## config.mk

```make
export PLATFORM = sky130hd
export DESIGN_NAME = branch_resolve_ctrl
export DESIGN_NICKNAME = d
export VERILOG_FILES = /design/src/rtl/branch_resolve_ctrl.sv
export SDC_FILE = /design/constraint.sdc
export NUM_CORES = 1
export LEC_CHECK = 0
export CAP_MARGIN = 20
export CORE_MARGIN = 2
export CORE_UTILIZATION = 43
export DETAILED_ROUTE_END_ITERATION = 6
export PLACE_DENSITY = 0.83
export SETUP_SLACK_MARGIN = 0.15
export SYNTH_ARGS = -nofsm -noshare
export SYNTH_HDL_FRONTEND = slang
export SYNTH_SLANG_ARGS = --single-unit
export TNS_END_PERCENT = 20
```

## constraint.sdc

```tcl
create_clock -name clk_i -period 2 [get_ports clk_i]
set_input_delay 0.2 -clock clk_i [delete_from_list [all_inputs] [get_ports clk_i]]
set_output_delay 0.2 -clock clk_i [all_outputs]
set_load 0.05 [all_outputs]
```

## src/rtl/branch_resolve_ctrl.sv

```systemverilog
// Branch resolution controller for the ID stage of the SPARC pipeline.
// Holds the architectural icc flags, evaluates Bicc conditions (optionally
// on flags forwarded from EX), stalls ID on a condition-code hazard, and
// emits registered taken / delay-slot-annul pulses plus a saturating
// taken-branch counter.
module branch_resolve_ctrl #(
  parameter int unsigned CC_FWD = 1,
  parameter int unsigned CNT_W  = 16
) (
  input  logic             clk_i,
  input  logic             rst_ni,
  input  logic             flush_i,
  input  logic             ex_cc_we_i,
  input  logic [3:0]       ex_flags_i,
  input  logic             id_valid_i,
  input  logic             id_branch_i,
  input  logic [3:0]       id_cond_i,
  input  logic             id_annul_i,
  output logic             stall_o,
  output logic             branch_taken_o,
  output logic             annul_slot_o,
  output logic [3:0]       icc_o,
  output logic [CNT_W-1:0] taken_cnt_o
);

  typedef enum logic {
    IDLE    = 1'b0,
    WAIT_CC = 1'b1
  } state_e;

  localparam bit FwdEn = (CC_FWD != 0);

  // Bicc "branch always": the only taken condition that still annuls with a=1.
  localparam logic [3:0] CondBa = 4'b1000;

  state_e           state_q, state_d;
  logic [3:0]       icc_q, icc_d;
  logic             branchTaken_q, branchTaken_d;
  logic             annulSlot_q, annulSlot_d;
  logic [CNT_W-1:0] takenCnt_q, takenCnt_d;

  logic       branchValid;
  logic       ccHazard;
  logic [3:0] effFlags;
  logic       flagZ, flagN, flagC, flagV;
  logic       condBase;
  logic       condTrue;
  logic       annulNow;

  // Pick the flags the branch sees and evaluate the Bicc condition on them.
  always_comb begin
    branchValid = id_valid_i & id_branch_i;
    ccHazard    = branchValid & ex_cc_we_i & ~FwdEn;
    if ((state_q == IDLE) && FwdEn && ex_cc_we_i) begin
      effFlags = ex_flags_i;
    end else begin
      effFlags = icc_q;
    end
    flagZ = effFlags[0];
    flagN = effFlags[1];
    flagC = effFlags[2];
    flagV = effFlags[3];
    condBase = 1'b0;
    unique case (id_cond_i[2:0])
      3'b000:  condBase = 1'b0;
      3'b001:  condBase = flagZ;
      3'b010:  condBase = flagZ | (flagN ^ flagV);
      3'b011:  condBase = flagN ^ flagV;
      3'b100:  condBase = flagC | flagZ;
      3'b101:  condBase = flagC;
      3'b110:  condBase = flagN;
      3'b111:  condBase = flagV;
      default: condBase = 1'b0;
    endcase
    condTrue = condBase ^ id_cond_i[3];
    annulNow = id_annul_i & (~condTrue | (id_cond_i == CondBa));
  end

  // Stall only from IDLE on a hazard, never under flush or reset.
  always_comb begin
    stall_o = rst_ni & ~flush_i & (state_q == IDLE) & ccHazard;
  end

  // Next-state, next-pulse, icc and counter update; flush overrides everything.
  always_comb begin
    state_d       = state_q;
    branchTaken_d = 1'b0;
    annulSlot_d   = 1'b0;
    icc_d         = icc_q;
    if (flush_i) begin
      state_d = IDLE;
    end else begin
      if (ex_cc_we_i) begin
        icc_d = ex_flags_i;
      end
      unique case (state_q)
        IDLE: begin
          if (ccHazard) begin
            state_d = WAIT_CC;
          end else if (branchValid) begin
            branchTaken_d = condTrue;
            annulSlot_d   = annulNow;
          end
        end
        WAIT_CC: begin
          state_d = IDLE;
          if (branchValid) begin
            branchTaken_d = condTrue;
            annulSlot_d   = annulNow;
          end
        end
        default: state_d = IDLE;
      endcase
    end
    if (branchTaken_d && (takenCnt_q != {CNT_W{1'b1}})) begin
      takenCnt_d = takenCnt_q + CNT_W'(1);
    end else begin
      takenCnt_d = takenCnt_q;
    end
  end

  // All state and registered outputs, cleared asynchronously by reset.
  always_ff @(posedge clk_i or negedge rst_ni) begin
    if (!rst_ni) begin
      state_q       <= IDLE;
      icc_q         <= 4'b0000;
      branchTaken_q <= 1'b0;
      annulSlot_q   <= 1'b0;
      takenCnt_q    <= '0;
    end else begin
      state_q       <= state_d;
      icc_q         <= icc_d;
      branchTaken_q <= branchTaken_d;
      annulSlot_q   <= annulSlot_d;
      takenCnt_q    <= takenCnt_d;
    end
  end

  assign branch_taken_o = branchTaken_q;
  assign annul_slot_o   = annulSlot_q;
  assign icc_o          = icc_q;
  assign taken_cnt_o    = takenCnt_q;

endmodule
```

==> out/qor.txt <==
Clk Latency, worst-skew pair = 330 ps
DRT Pass-1 Iters = 4
worst setup margin = -49.2 ps
dpl hpwl = 3170 um
CTS Hold Bufs = 0
CTS H-tree depth = 1
worst-margin pin slew = 503 ps
top_reg_cell synth = dfrtp_1
sw frac = 38.6%
Switch Pwr = 625 uW
WL met1 = 1700 um
core area = 3280 sq um
Max Cap Viol = 0
min Tclk post-route = 2050 ps
flop-to-flop setup slack = -50 ps
nets = 237
Arr. time, crit path = 2310 ps
crit start category = flip-flop
Finished Layout Cells = 266
Min Hold Slack = 200 ps
Die Span X = 61.8 um
Max-slew headroom = 66.3%
Initial DRC Count = 61
vias per inst = 5.62
top sig layer = met4
critical path's slowest cell = mux4_2
Final Max Slew Viols = 0
initial antenna violation count = 0
Crit Path Class = flip-flop to flip-flop
Starting Density = 43.8%
Buf/Inv on CP = 1
CP required = 2260 ps
setup repair after global routing missed its margin = yes
maximum buffer depth of the clock tree = 2
GRT Overall Usage = 23.9%
final hold violations = 0
global placer's final weighted congestion = 0.873
Layout Area Growth over Synthesis = 56.4%
diode count = 0
Top delay family on crit path = multiplexers
violated checks = setup timing
P_leak = 0.936 nW
routed length per instance = 15.7 um
CTS sink cnt = 22
Tot Pwr = 1.62 mW
pwr/cell area = 719 nW/um^2
Yosys top cell area share = 38.3%
status = finished with violations
DRC errors left = 0
ratio of cells with drive above 1 in the final layout = 33.6%
sequential-to-total area share from yosys stat = 38.3%
placed cells = 258
r2r endpoint = taken_cnt_o[4]
Post-Route WL = 4170 um
sequential power share = 35.5%
final setup vio count = 5
vias in the first global route = 1,498
Congestion Overflow GR = 0
Max Freq = 0.488 GHz
Async SR Flop Fraction = 100%
height of the die = 61.8 um
# rows = 21
yosys warns = 0
setup TNS = -176 ps
WL met2 = 1990 um
fillcell total = 248
CTS tree = yes
combinational power share = 42.3%
first-pass GRT wire length = 6710 um
WL met3 = 272 um
largest net degree at the start of global routing = 23
Cells after Synth = 150
sequence of cells on the critical path = mux4_2, nor3_2, a21o_1, nor2_2, buf_4, mux2i_2, xor2_1
die area = 3820 sq um
I/O Buffers = 36
syn_area_per_cell = 9.59 sq um
Crit path largest cell delay = 500 ps
critical path endpoint category = flip-flop
Peak VDD IR = 0.704 mV
#FFs+latches synth = 22
number of synthesized flops with an enable pin = 0
Min-Delay Path Class = input pin to asynchronous set/reset pin
CTS root buf = clkbuf_4
antenna violation net count after detailed routing = 0
P_int = 993 uW
DR vias = 1,495
clock skew = 3.89 ps
fin crit share = 102%
Synth Net Count = 166
top fanout value on the critical path = 5
mapped cell area = 1440 sq um
I/O Pins = 38
Clock Pin Slew Worst Setup and Hold Paths = 140 ps
Critical R2R Launch = icc_o[3]
synth unique cells = 41
power share of the clock group = 22.2%
largest area contributor in the netlist = dfrtp_1
R2R depth = 7
top cells by area, synth = dfrtp_1 (38%), xor2_1 (7.9%), mux2_2 (3.9%), xnor2_1 (3.7%), mux2i_1 (3.5%)
TritonCTS Buffers = 3
-- cell type report --
| type | count | area [sq um] | area share (%) |
|---|---|---|---|
| clock inverters | 1 | 30.0 | 1.33 |
| multi-input cells | 121 | 955 | 42.4 |
| flip-flops and latches | 22 | 568 | 25.2 |
| well taps | 46 | 57.6 | 2.56 |
| clock buffers | 3 | 22.5 | 1.00 |
| repair buffers | 69 | 603 | 26.8 |
| inverters | 4 | 15.0 | 0.667 |
-- flip-flops by register name, summed over array words and instances, names as in the netlist --
signal	flops
annul_slot_o	1
branch_taken_o	1
icc_o	4
taken_cnt_o	16
-- routing by layer --
layer | track usage, % | up-vias
li1 | - | 695
met1 | 27.6 | 708
met2 | 41.5 | 72
met3 | 3.31 | 20
met4 | 14.9 | 0
met5 | 0 | -
-- through the flow --
stage,cell area (sq um),setup slack [ps],util [%]
floorplan,1500,-120,-
global route,2250,-141,68.5
CTS,2240,-47.4,68.1
finish,2250,-49.2,68.5
global placement,2120,-440,64.5
detailed placement,2120,-538,64.5
-- cells by family after synthesis --
group / count (synthesis) / share of synthesized area [%]
muxes: 12 / 10.0
AOI/OAI and AO/OA: 27 / 14.9
buffers and inverters: 7 / 2.09
DFF: 22 / 38.3
other: 1 / 0.261
xor gates and xnor gates: 19 / 11.6
and+or+nand+nor: 61 / 22.1
adders and majority gates: 1 / 0.869
-- timing repair --
item                                    4_1_cts  5_1_grt
hold endpoints to repair                      0        0
gates resized for setup                      12        0
endpoints found under the setup margin       19       23
pin swaps                                     6        0
buffers inserted                              2        2
-- how the worst max path moves through the flow --
stage	startpoint	endpoint	cells past startpoint
3_3_place_gp	ex_cc_we_i	taken_cnt_o[15]	7
2_1_floorplan	icc_o[0]	taken_cnt_o[1]	6
3_5_place_dp	ex_cc_we_i	taken_cnt_o[15]	7
6_report	icc_o[3]	taken_cnt_o[4]	7
5_1_grt	icc_o[3]	taken_cnt_o[14]	6
4_1_cts	icc_o[3]	taken_cnt_o[1]	6
-- Yosys cell counts, types with 2 or more instances --
library cell	number
dfrtp_1	22
xor2_1	13
nand2_1	12
nor2_1	9
a21oi_1	8
nand3_1	8
nor3_1	8
nand4_1	7
xnor2_1	6
mux2_2	5
mux2i_1	5
a211oi_1	4
inv_1	4
nand2b_1	3
nor4_1	3
a2111oi_0	2
a2111oi_2	2
a211o_1	2
and3_1	2
clkbuf_1	2
nor2b_1	2
or4_1	2
-- placed cells by master (no fill, tap or decap), types with 2 or more instances in the layout --
cell type / n
buf_4: 33
clkdlybuf4s50_1: 32
dfrtp_2: 14
xor2_1: 13
nand2_1: 11
nor2_1: 9
a21oi_1: 8
nand3_1: 8
dfrtp_1: 8
nand4_1: 7
nor3_1: 7
xnor2_1: 6
mux2_2: 5
mux2i_1: 4
inv_1: 4
dlygate4sd2_1: 4
nand2b_1: 3
clkbuf_4: 3
a211oi_2: 2
nor2b_1: 2
and3_1: 2
nor4_1: 2
a2111oi_4: 2
a211oi_1: 2
a211o_1: 2
-- power by group through the flow --
stage                     clock network (mW)  logic [mW]  registers [mW]
after floorplan                            0       0.195           0.782
after global placement                     0       0.656           0.580
after detailed placement                   0       0.671           0.585
after CTS                              0.362       0.678           0.576
after global routing                   0.372       0.733           0.584
final                                  0.359       0.684           0.574
Note: power is estimated with default switching activity, not from simulation.
